--- config.mk ---
export PLATFORM = sky130hd
export DESIGN_NAME = pcie_tx_scheduler
export DESIGN_NICKNAME = d
export VERILOG_FILES = /design/src/rtl/pcie_pkg.sv /design/src/rtl/pcie_rr_arbiter.sv /design/src/rtl/pcie_tx_scheduler.sv
export SDC_FILE = /design/constraint.sdc
export NUM_CORES = 1
export LEC_CHECK = 0
export BUFFER_PORTS_ARGS = -buffer_cell sky130_fd_sc_hd__buf_2
export CORE_MARGIN = 2
export CORE_UTILIZATION = 34
export CTS_CLUSTER_SIZE = 30
export DETAILED_ROUTE_END_ITERATION = 8
export SLEW_MARGIN = 40
export SYNTH_ARGS = -nofsm -noshare
export SYNTH_HDL_FRONTEND = slang
export SYNTH_HIERARCHICAL = 1
export SYNTH_SLANG_ARGS = --single-unit
--- constraint.sdc ---
create_clock -name CLK -period 1.8 [get_ports CLK]
set_clock_uncertainty 0.05 [all_clocks]
set_input_delay 0.45 -clock CLK [delete_from_list [all_inputs] [get_ports CLK]]
set_output_delay 0.45 -clock CLK [all_outputs]
set_load 0.05 [all_outputs]
--- src/rtl/pcie_pkg.sv ---
// pcie_pkg: shared definitions for the PCIe transmit scheduler.
//   pcie_state_e  link/scheduler state encoding
//   CTRL_*        lane CONTROL codes (training, idle, data)
//   state_ctrl()  CONTROL code a state shows on the lane when no beat is sent
package pcie_pkg;

  typedef enum logic [2:0] {
    L_IDLE      = 3'd0,
    TS1         = 3'd1,
    TS2         = 3'd2,
    TS3         = 3'd3,
    TS4         = 3'd4,
    ACTIVE_IDLE = 3'd5,
    SEND        = 3'd6
  } pcie_state_e;

  localparam logic [3:0] CTRL_IDLE = 4'd0;
  localparam logic [3:0] CTRL_TS1  = 4'd1;
  localparam logic [3:0] CTRL_TS2  = 4'd2;
  localparam logic [3:0] CTRL_TS3  = 4'd3;
  localparam logic [3:0] CTRL_TS4  = 4'd4;
  localparam logic [3:0] CTRL_DATA = 4'd9;

  // L_IDLE, ACTIVE_IDLE and a stalled SEND all show the idle code.
  function automatic logic [3:0] state_ctrl(input pcie_state_e s);
    case (s)
      TS1:     return CTRL_TS1;
      TS2:     return CTRL_TS2;
      TS3:     return CTRL_TS3;
      TS4:     return CTRL_TS4;
      default: return CTRL_IDLE;
    endcase
  endfunction

endpackage

--- src/rtl/pcie_rr_arbiter.sv ---
// pcie_rr_arbiter: two-requester round-robin arbiter, packet granularity.
//   clk, rst_n   clock, asynchronous active-low reset
//   req[1:0]     requester valids
//   pkt_done     last beat of a packet accepted this cycle
//   done_owner   requester that owned the finishing packet
//   winner       requester that wins if a grant is taken this cycle
// A lone requester always wins; with both requesting, the pointer holder
// wins. The pointer hands priority to the other requester at packet end.
module pcie_rr_arbiter (
  input  logic       clk,
  input  logic       rst_n,
  input  logic [1:0] req,
  input  logic       pkt_done,
  input  logic       done_owner,
  output logic       winner
);

  logic ptr;

  always_comb begin
    winner = ptr;
    if (req == 2'b01) winner = 1'b0;
    else if (req == 2'b10) winner = 1'b1;
  end

  always_ff @(posedge clk or negedge rst_n) begin
    if (!rst_n) ptr <= 1'b0;
    else if (pkt_done) ptr <= ~done_owner;
  end

endmodule

--- src/rtl/pcie_tx_scheduler.sv ---
// pcie_tx_scheduler: transmit-side link controller for the PCIe lane model.
// Trains the link (CONTROL 0,1,2,3,4), then arbitrates two packet requesters
// round-robin at packet granularity onto the shared DATA/Valid/CONTROL lane.
//
// Ports:
//   CLK, reset_L            clock, asynchronous active-low reset
//   link_en                 request link training / keep link up
//   reqN_data/valid/last    requester beat, beat valid, last beat of packet
//   reqN_ready              beat accepted when valid && ready (combinational)
//   credit_ret, credits     packet credit return / count (PCIE_SCHED_CREDIT_EN)
//   DATA, Valid, CONTROL    registered lane outputs
//   link_up                 registered: link in ACTIVE_IDLE or SEND
//   grant                   current or last packet owner
//   state_dbg               current FSM state
//
// Handshake: a beat transfers on a rising edge where reqN_valid && reqN_ready.
// Ready depends only on state and grant (never on valid), is high only for
// the granted requester in SEND, and a requester may drop valid mid-packet
// to stall; the lane then shows Valid=0/CONTROL=0 until valid returns.
//
// Optional feature macro: PCIE_SCHED_CREDIT_EN adds the packet credit counter.
module pcie_tx_scheduler
  import pcie_pkg::*;
#(
  parameter int DATA_W      = 8,
  parameter int IDLE_CYCLES = 4,
  parameter int CREDIT_W    = 4,
  parameter int CREDIT_INIT = 8
) (
  input  logic              CLK,
  input  logic              reset_L,
  input  logic              link_en,
  input  logic [DATA_W-1:0] req0_data,
  input  logic [DATA_W-1:0] req1_data,
  input  logic              req0_valid,
  input  logic              req1_valid,
  input  logic              req0_last,
  input  logic              req1_last,
  output logic              req0_ready,
  output logic              req1_ready,
  output logic [DATA_W-1:0] DATA,
  output logic              Valid,
  output logic [3:0]        CONTROL,
  output logic              link_up,
  output logic              grant,
`ifdef PCIE_SCHED_CREDIT_EN
  input  logic              credit_ret,
  output logic [CREDIT_W-1:0] credits,
`endif
  output pcie_state_e       state_dbg
);

  localparam int CNT_W = $clog2(IDLE_CYCLES + 1);

  if (CREDIT_INIT >= (1 << CREDIT_W)) begin : g_credit_init_check
    $error("CREDIT_INIT must be representable in CREDIT_W bits");
  end

  pcie_state_e       state, state_next;
  logic [CNT_W-1:0]  idle_cnt, idle_cnt_next;
  logic              accept;
  logic              beat_last;
  logic [DATA_W-1:0] beat_data;
  logic              pkt_done;
  logic              can_arb;
  logic              grant_take;
  logic              winner;
  logic              credit_ok;

  // Beat path: everything follows the latched grant.
  assign beat_data  = grant ? req1_data : req0_data;
  assign beat_last  = grant ? req1_last : req0_last;
  assign req0_ready = (state == SEND) && !grant;
  assign req1_ready = (state == SEND) && grant;
  assign accept     = (state == SEND) && (grant ? req1_valid : req0_valid);
  assign pkt_done   = accept && beat_last;

  assign can_arb    = (req0_valid || req1_valid) && credit_ok;
  assign grant_take = (state == ACTIVE_IDLE) && link_en && can_arb;
  assign state_dbg  = state;

  pcie_rr_arbiter u_arb (
    .clk        (CLK),
    .rst_n      (reset_L),
    .req        ({req1_valid, req0_valid}),
    .pkt_done   (pkt_done),
    .done_owner (grant),
    .winner     (winner)
  );

  always_comb begin
    state_next    = state;
    idle_cnt_next = '0;
    case (state)
      L_IDLE: begin
        if (link_en) begin
          if (idle_cnt == CNT_W'(IDLE_CYCLES - 1)) state_next = TS1;
          else idle_cnt_next = idle_cnt + 1'b1;
        end
      end
      TS1:         state_next = link_en ? TS2 : L_IDLE;
      TS2:         state_next = link_en ? TS3 : L_IDLE;
      TS3:         state_next = link_en ? TS4 : L_IDLE;
      TS4:         state_next = link_en ? ACTIVE_IDLE : L_IDLE;
      ACTIVE_IDLE: begin
        if (!link_en) state_next = L_IDLE;
        else if (can_arb) state_next = SEND;
      end
      // link_en is deliberately not looked at until the packet completes.
      SEND:        if (pkt_done) state_next = ACTIVE_IDLE;
      default:     state_next = L_IDLE;
    endcase
  end

  always_ff @(posedge CLK or negedge reset_L) begin
    if (!reset_L) begin
      state    <= L_IDLE;
      idle_cnt <= '0;
      grant    <= 1'b0;
    end else begin
      state    <= state_next;
      idle_cnt <= idle_cnt_next;
      if (grant_take) grant <= winner;
    end
  end

  // Lane registers reflect the cycle just ended, so link_up and CONTROL
  // both trail the state register by one cycle.
  always_ff @(posedge CLK or negedge reset_L) begin
    if (!reset_L) begin
      DATA    <= '0;
      Valid   <= 1'b0;
      CONTROL <= CTRL_IDLE;
      link_up <= 1'b0;
    end else begin
      link_up <= (state == ACTIVE_IDLE) || (state == SEND);
      if (accept) begin
        DATA    <= beat_data;
        Valid   <= 1'b1;
        CONTROL <= CTRL_DATA;
      end else begin
        DATA    <= '0;
        Valid   <= 1'b0;
        CONTROL <= state_ctrl(state);
      end
    end
  end

`ifdef PCIE_SCHED_CREDIT_EN
  assign credit_ok = (credits != '0);

  // A grant and a return in the same cycle cancel out.
  always_ff @(posedge CLK or negedge reset_L) begin
    if (!reset_L) begin
      credits <= CREDIT_W'(CREDIT_INIT);
    end else begin
      case ({grant_take, credit_ret})
        2'b10:   credits <= credits - 1'b1;
        2'b01:   if (credits != CREDIT_W'(CREDIT_INIT)) credits <= credits + 1'b1;
        default: credits <= credits;
      endcase
    end
  end
`else
  assign credit_ok = 1'b1;
`endif

endmodule

==> results of run 1 <==
layer usage:
layer,GRT usage,up-vias,part of all wire,wire (µm)
met5,0,-,0,0
met4,0.05980,0,0.020,38
met3,0.02268,4,0.035,68
met2,0.2143,16,0.52,1001
met1,0.1455,370,0.42,810
li1,-,391,-,-
metrics by stage:
step | utilization | setup slack, ns | hold slack, ns | power (mW) | instance area, µm²
6_report | 0.4751 | 0.06584 | 0.02998 | 0.9265 | 1299
5_1_grt | 0.4751 | -0.007461 | 0.04471 | 0.9928 | 1299
4_1_cts | 0.4668 | 0.02240 | 0.04791 | 0.9472 | 1276
3_5_place_dp | 0.4517 | 0.2489 | 0.3782 | 0.7203 | 1235
3_3_place_gp | 0.4517 | 0.2709 | 0.3747 | 0.7135 | 1235
2_1_floorplan | - | 0.01455 | 0.1044 | 0.6494 | 987.2
registers in the layout, indices dropped and copies added (netlist names):
name	cells
link_up	1
u_arb/ptr	1
state_dbg	3
idle_cnt	3
DATA	8
grant	1
CONTROL	4
worst paths after layout:
| kind | from | end | cells past startpoint |
|---|---|---|---|
| worst max-delay path | state_dbg[0] | req0_ready | 3 |
| worst min-delay path | reset_L | link_up | 1 |
| worst max register to register | grant | DATA[3] | 5 |
| worst min register to register | idle_cnt[0] | idle_cnt[0] | 1 |
| max in group asynchronous | reset_L | state_dbg[1] | 1 |
| min in group CLK | req0_data[1] | DATA[1] | 3 |
critical path, stage by stage, from the launching register on:
cell     delay (ns)
dfrtp_1        0.39
and3b_2        0.26
nor2b_4        0.14
buf_6          0.16
layout by cell type (no fill, tap or decap), drive strengths merged, types with 2 or more instances in the layout:
cell type | Yosys | final
and3b | 2 | 2
buf | 5 | 50
clkbuf | 1 | 3
dfrtp | 21 | 21
inv | 5 | 5
mux2 | 2 | 2
mux2i | 10 | 10
nand2 | 3 | 3
nand2b | 2 | 2
nor2 | 14 | 14
nor2b | 3 | 3
nor3b | 3 | 3
o21ai | 3 | 3
where the power goes:
| group | internal (mW) | total [mW] | switching [mW] |
|---|---|---|---|
| clock | 0.0827 | 0.219 | 0.136 |
| sequential | 0.497 | 0.507 | 0.00988 |
| combinational | 0.0786 | 0.201 | 0.123 |
timing repair:
| item | 4_1_cts | 5_1_grt |
|---|---|---|
| hold buffers | 0 | 0 |
| resized for setup | 5 | 0 |
| setup buffers | 0 | 3 |
| pin swaps | 0 | 1 |
| setup endpoints to repair | 2 | 2 |
cells by family (layout without fill, tap and decap cells):
group | count (synthesis) | count (layout) | synth area share
adders and majority gates | 2 | 2 | 0.02439
muxes | 12 | 12 | 0.1258
and+or+nand+nor | 32 | 32 | 0.1823
AOI/OAI and AO/OA | 10 | 10 | 0.06932
DFF | 21 | 21 | 0.5391
buffers and inverters | 11 | 59 | 0.05904
area by class of cell:
cell class              count  area share
flip-flops and latches     21      0.4065
multi-input cells          56      0.3102
repair buffers             50      0.2177
clock inverters             1    0.003854
clock buffers               3     0.01734
well taps                  31     0.02987
inverters                   5     0.01445
==> reports/metrics.cfg, run 1 <==
[layout]
fillers=255
area_delta_synth_final_pct=33.25
num-nets-final=161
drive_above_1_share=0.4779
register_area_um2=528.0
multi_input_area_um2=402.9
diodes=0
layoutNonFillerInstCount=167

[sta]
period_share=0.9634
worst_pin_slew_ns=0.4547
tns_ns=0
layout_min_cycle_time_ns=1.734
slew_headroom=0.6969
timing.final.max_slew_violations=0
max_freq_mhz=576.6
setup_viol=0
rsz0062_at_grt=yes
hold_viol=0

[power_and_ir_drop]
p_per_area_nw_per_um2=713.4
max-vdd-ir-drop_uv=456.8
power_leakage_nw=0.6985

[logic_synthesis]
synth.avg_cell_area_um2=11.08
async_reset_ff_frac=1.000
ys_ff_latch=21
synth_area_leaders=dfrtp_1 54%, mux2i_1 10%, nor2_1 5.4%
ys_seq_area_frac=0.5392
synth-edff-count=0
syn-cell-area_um2=974.7
ys_warn_count=6
synth.distinct_cells=30
synth_cells=88
synth_top_area_share=0.5392
syn_nets=112
synthFlopType=dfrtp_1
yosysMostFrequentCell=dfrtp_1
yosysTopAreaCell=dfrtp_1
yosys-top-cells-count=21 x dfrtp_1, 14 x nor2_1, 10 x mux2i_1

[global_routing]
antenna_found_initial=0
grt_max_degree=22
grt_pass1_wl_um=3160
grt_pass1_vias=755
overflow=0
gr-usage-all-layers=0.1234

[floorplanning]
initial_core_util=0.3565
die_x_um=57.54
die_y_um=57.54
die_area_um2=3311
core_um2=2734
num_io_pins=43
rows=19

[place]
dpl.hpwl_um=1497
place_inst=160
portBuffers=42
gp_congestion=0.7559

[worst_setup_path]
worstPathRequired_ns=1.30
arrival_ns=1.23
path_max_fanout=3
end_kind=output port
ff2ff_setup_slack_ns=0.27
start_kind=flip-flop
critical_path_class=flip-flop to output port

[flow_run]
cap_violations=0

[clock_tree]
htree_num_levels=1
clock_sinks=21
tritoncts=yes
clk_path_buf_depth=2
cts-root-buf=clkbuf_4
cts_made_buffers=3
clkSlewWorstSetupHoldPaths_ns=0.11
clkLatencyLatePin_ns=0.30

[routing]
via_per_inst=4.677
ant_nets=0
drc=0
finalWirelength_um=1919
wl_per_cell_um=11.49
num_vias=781
first_pass_iters=4
drtIter0Drc=7

[outcome]
status=complete, no violations

[worst_hold_path]
hold_class=primary input to async pin

(Power assumes the default switching activity.)
==> inputs of run 2 (changes only) <==
ABC_AREA = 1   (was unset)
clock period = 1.53 ns   (was 1.8 ns; I/O delays follow)
==> run 2 against run 1 <==
Effect of this change: the flow now finishes with violations (setup timing); largest cell class unchanged; routed wire length is 4.3% higher; sequential power rose by 28%; clock power grew 21%; critical endpoint unchanged.
==> reports/metrics.cfg, run 2 <==
[outcome]
status=complete, but fails checks
violations=setup timing

[logic_synthesis]
synth_xor_area_frac=0
synthAdderAreaFrac=0.01339
synth_area_leaders=dfrtp_1 56%, nand2_1 14%, a21oi_1 6.4%
yosysTopAreaCell=dfrtp_1
synth-edff-count=0
async_reset_ff_frac=1.000
synthMuxAreaShare=0
synth_compound_area_frac=0.1017
synth.avg_cell_area_um2=8.199
synth_top_area_share=0.5622
synth_simple_gate_area_frac=0.2463
synth_top_family_by_area=simple AND/OR/NAND/NOR gates
yosysMostFrequentCell=nand2_1
syn-cell-area_um2=934.6
synthFlopType=dfrtp_1
yosys-top-cells-count=35 x nand2_1, 21 x dfrtp_1, 12 x a21oi_1, 12 x nor2_1, 10 x inv_1
ys_seq_area_frac=0.5622
ys_ff_latch=21
ys_warn_count=6
synth_cells=114
syn_nets=138
synth.distinct_cells=16

[clock_tree]
clk_path_buf_depth=2
tritoncts=yes
clock_sinks=21
clkSlewWorstSetupHoldPaths_ns=0.12
cts_made_buffers=3
cts-root-buf=clkbuf_4
htree_num_levels=1
clkLatencyLatePin_ns=0.30

[sta]
rsz0062_at_grt=yes
hold_viol=0
slew_headroom=0.6901
timing.final.max_slew_violations=0
period_share=1.040
setup_viol=2
max_freq_mhz=628.2
fin_worst_hold_slack_ns=0.2636
setup_ws_ns=-0.06179
worst_pin_slew_ns=0.4649
layout_min_cycle_time_ns=1.592

[global_routing]
antenna_found_initial=0
gr-usage-all-layers=0.1352
grt_pass1_wl_um=3408
grt_pass1_vias=810
grt_max_degree=22
overflow=0

[routing]
finalWirelength_um=2001
ant_nets=0
via_per_inst=4.492
num_vias=885
drtIter0Drc=18
drc=0
wl_per_cell_um=10.16
first_pass_iters=4

[layout]
drive_above_1_share=0.3855
layoutNonFillerInstCount=197
final_common_cell=buf_2
largest_reg_flops=8
num-nets-final=191
largest-register=DATA
area_delta_synth_final_pct=42.17
diodes=0
layout_common_cells=37 x buf_2, 34 x nand2_1, 19 x dfrtp_1
final_cell_area_um2=1329
fillers=270
top_regs=DATA: 8 flops, CONTROL: 4 flops
register_area_um2=528.0
multi_input_area_um2=365.4

[power_and_ir_drop]
p_per_area_nw_per_um2=1116
max-vdd-ir-drop_uv=592.7
power_leakage_nw=0.7705
power_mw=1.483

[worst_setup_path]
crit_end=req0_ready
cp_slowest_stage_delay_ns=0.43
worstPathRequired_ns=1.10
ff2ff_path_depth=8
end_kind=output port
crit_start=state_dbg[0]
worstReg2RegEnd=state_dbg[0]
critical_path_class=flip-flop to output port
ff2ff_setup_slack_ns=0.23
arrival_ns=1.16
r2r_start=grant
start_kind=flip-flop
path_max_fanout=3
slowest_stage=dfrtp_1
crit_path_cell_trace=nor2_4, inv_4, nor2_4, buf_8
critical_path.most_common_cell=nor2_4

[place]
dpl.hpwl_um=1531
place_ws_ns=0.1025
dpl-instance-area_um2=1225
gp_congestion=0.7711
place_inst=188
portBuffers=42

[floorplanning]
rows=19
num_io_pins=43
die_x_um=56.43
die_area_um2=3184
core_um2=2686
initial_core_util=0.3479
die_y_um=56.43

[worst_hold_path]
hold_class=primary input to flip-flop

[flow_run]
cap_violations=0

[run 2: worst min path at each step]
stage	end	cells past startpoint	slack [ns]	startpoint
floorplan	CONTROL[0]	0	0.04	reset_L
global placement	DATA[4]	1	0.31	reset_L
detailed placement	DATA[3]	1	0.32	reset_L
CTS	DATA[2]	3	0.26	req0_data[2]
global route	DATA[3]	3	0.25	req0_data[3]
finish	DATA[2]	3	0.26	req0_data[2]
[run 2: cell families (layout without fill, tap and decap cells)]
group,Yosys count,in the layout
AOI/OAI and AO/OA,19,19
and+or+nand+nor,57,57
adders and majority gates,1,1
buffers and inverters,16,68
DFF,21,21
[run 2: layout make-up]
class,count,share of cell area
clock buffer,4,0.01977
inverter,12,0.03578
timing repair buffer,52,0.2429
multi-input combinational,77,0.2750
tap,31,0.02919
sequential,21,0.3974
[run 2: per-stage QoR]
stage	utilization	TNS (ns)
finish	0.4946	-0.1214
global route	0.4946	-0.2677
CTS	0.4877	-0.1549
detailed placement	0.4560	0
global placement	0.4560	0
floorplan	-	-0.2676
[run 2: worst max-delay path: cells and delay by family (launching register included)]
kind	cells	cell delay (ns)
DFF	1	0.43
buffers and inverters	2	0.21
and+or+nand+nor	2	0.22
[run 2: report_power, final]
group          switching, mW  total (mW)  internal, mW
sequential            0.0346       0.651         0.616
combinational          0.380       0.568         0.188
clock                  0.163       0.264         0.101
[run 2: metal layers]
metal | global-route usage | share of wire
met3 | 0.02074 | 0.047
met1 | 0.1844 | 0.44
met5 | 0 | 0
met4 | 0.07143 | 0.031
met2 | 0.2060 | 0.49
[run 2: repair_timing]
action	in CTS	in global routing
endpoints found under the hold margin	21	0
setup buffers	3	1
gates resized for setup	9	3
pin swaps	2	0
hold buffers	1	0
setup endpoints to repair	5	4
cloned	0	0
==> inputs of run 3 (changes only) <==
CORE_UTILIZATION = 37   (was 34)
PLACE_DENSITY = 0.68   (was unset)
==> run 3 against run 2 <==
Effect of this change: worst hold slack got worse by 0.017 ns; critical path type unchanged; sequential cell count did not move; die area fell by 7.5%; setup slack got worse by 0.014 ns; maximum frequency fell by 0.85%; the run still ends with setup timing left; clock-buffer cell count fell by 1; sequential power rose by 0.6%; critical path depth rose by 1.
==> reports/metrics.cfg, run 3 (synthesized netlist as in run 2, its figures left out) <==
[floorplanning]
die_area_um2=2944
num_io_pins=43
die_x_um=54.26
initial_core_util=0.3843
rows=18
core_um2=2432
die_y_um=54.26

[power_and_ir_drop]
p_per_area_nw_per_um2=1138
power_leakage_nw=0.7794
max-vdd-ir-drop_uv=603.1
power_mw=1.528

[sta]
setup_viol=2
rsz0062_at_grt=yes
worst_pin_slew_ns=0.4638
slew_headroom=0.6908
hold_viol=0
timing.final.max_slew_violations=0
max_freq_mhz=622.9
fin_worst_hold_slack_ns=0.2463
layout_min_cycle_time_ns=1.605
period_share=1.049
setup_ws_ns=-0.07547

[layout]
num-nets-final=192
top_regs=DATA: 8 flops, CONTROL: 4 flops
final_cell_area_um2=1343
drive_above_1_share=0.3952
layout_common_cells=36 x buf_2, 34 x nand2_1, 19 x dfrtp_1
largest-register=DATA
largest_reg_flops=8
final_common_cell=buf_2
area_delta_synth_final_pct=43.64
fillers=232
diodes=0

[clock_tree]
clock_sinks=21
clkLatencyLatePin_ns=0.31
clk_path_buf_depth=2
tritoncts=yes
htree_num_levels=1
clkSlewWorstSetupHoldPaths_ns=0.12
cts_made_buffers=3
cts-root-buf=clkbuf_4

[place]
gp_congestion=0.7722
dpl.hpwl_um=1712
portBuffers=42
dpl-instance-area_um2=1224

[worst_hold_path]
min_path_cells=3
worstHoldEndpoint=DATA[4]
hold_class=primary input to flip-flop
holdCritStartpoint=req0_data[4]

[routing]
drtIter0Drc=4
num_vias=931
drc=0
finalWirelength_um=2239
via_per_inst=4.726
ant_nets=0
first_pass_iters=4
wl_per_cell_um=11.37

[flow_run]
cap_violations=0

[global_routing]
grt_pass1_wl_um=3394
grt_pass1_vias=822
grt_max_degree=22
gr-usage-all-layers=0.1624
antenna_found_initial=0
overflow=0

[worst_setup_path]
r2r_start=grant
slowest_stage=dfrtp_2
end_kind=output port
crit_family=flip-flops
crit_path_cell_trace=nand2_4, nor2_4, inv_4, nor2_4, buf_6
arrival_ns=1.17
critical_path_class=flip-flop to output port
worstPathRequired_ns=1.10
ff2ff_setup_slack_ns=0.19
cp_slowest_stage_delay_ns=0.41
critical_path.most_common_cell=nor2_4
ff2ff_path_depth=8
worstReg2RegEnd=u_arb/ptr
critPathBufInv=2
start_kind=flip-flop
path_max_fanout=3

[outcome]
status=complete, but fails checks
violations=setup timing

-- run 3: worst max-delay path by stage --
stage	end	start	slack [ns]	cells past startpoint
after global routing	req0_ready	state_dbg[1]	-0.14	5
final	req0_ready	state_dbg[1]	-0.08	5
after CTS	req0_ready	state_dbg[2]	-0.09	5
after detailed placement	req0_ready	state_dbg[2]	0.07	5
after global placement	req0_ready	state_dbg[2]	0.11	5
after floorplan	req0_ready	state_dbg[1]	-0.15	5
-- run 3: layer usage --
metal  routed length (µm)  vias up  track usage  part of all wire
met4                   27        0       0.1000             0.012
met3                   84        2      0.02459             0.038
met2                 1250       19       0.2791              0.56
li1                     -      461            -                 -
met1                  876      449       0.1886              0.39
met5                    0        -            0                 0
-- run 3: layout make-up --
type	count	area, µm²	area share
inverters	12	47.55	0.03541
multi-input cells	77	365.4	0.2721
repair buffers	53	336.6	0.2507
well taps	30	37.54	0.02796
flip-flops and latches	21	528.0	0.3933
clock inverters	1	5.005	0.003728
clock buffers	3	22.52	0.01678
-- run 3: power breakdown --
group          switching (mW)  internal (mW)
clock network           0.171         0.0975
logic                   0.396          0.209
registers              0.0380          0.617
total                   0.604          0.924
-- run 3: timing repair --
item                                    4_1_cts  5_1_grt
endpoints found under the hold margin        21        0
endpoints found under the setup margin        6        5
resized for setup                            12        2
hold buffers                                  1        0
setup buffers                                 2        3
pin swaps                                     2        0
cloned                                        0        0
-- run 3: worst min-delay path, stage by stage --
cell and delay [ns]:
buf_2 0.09, nand2_1 0.05, a21oi_1 0.05
-- run 3: stage by stage --
stage,TNS (ns),util,setup slack (ns),std cells
4_1_cts,-0.1736,0.5396,-0.09124,194
3_5_place_dp,0,0.5031,0.06788,187
6_report,-0.1442,0.5520,-0.07547,197
2_1_floorplan,-0.2676,-,-0.1454,114
3_3_place_gp,0,0.5031,0.1126,187
5_1_grt,-0.2896,0.5520,-0.1396,197
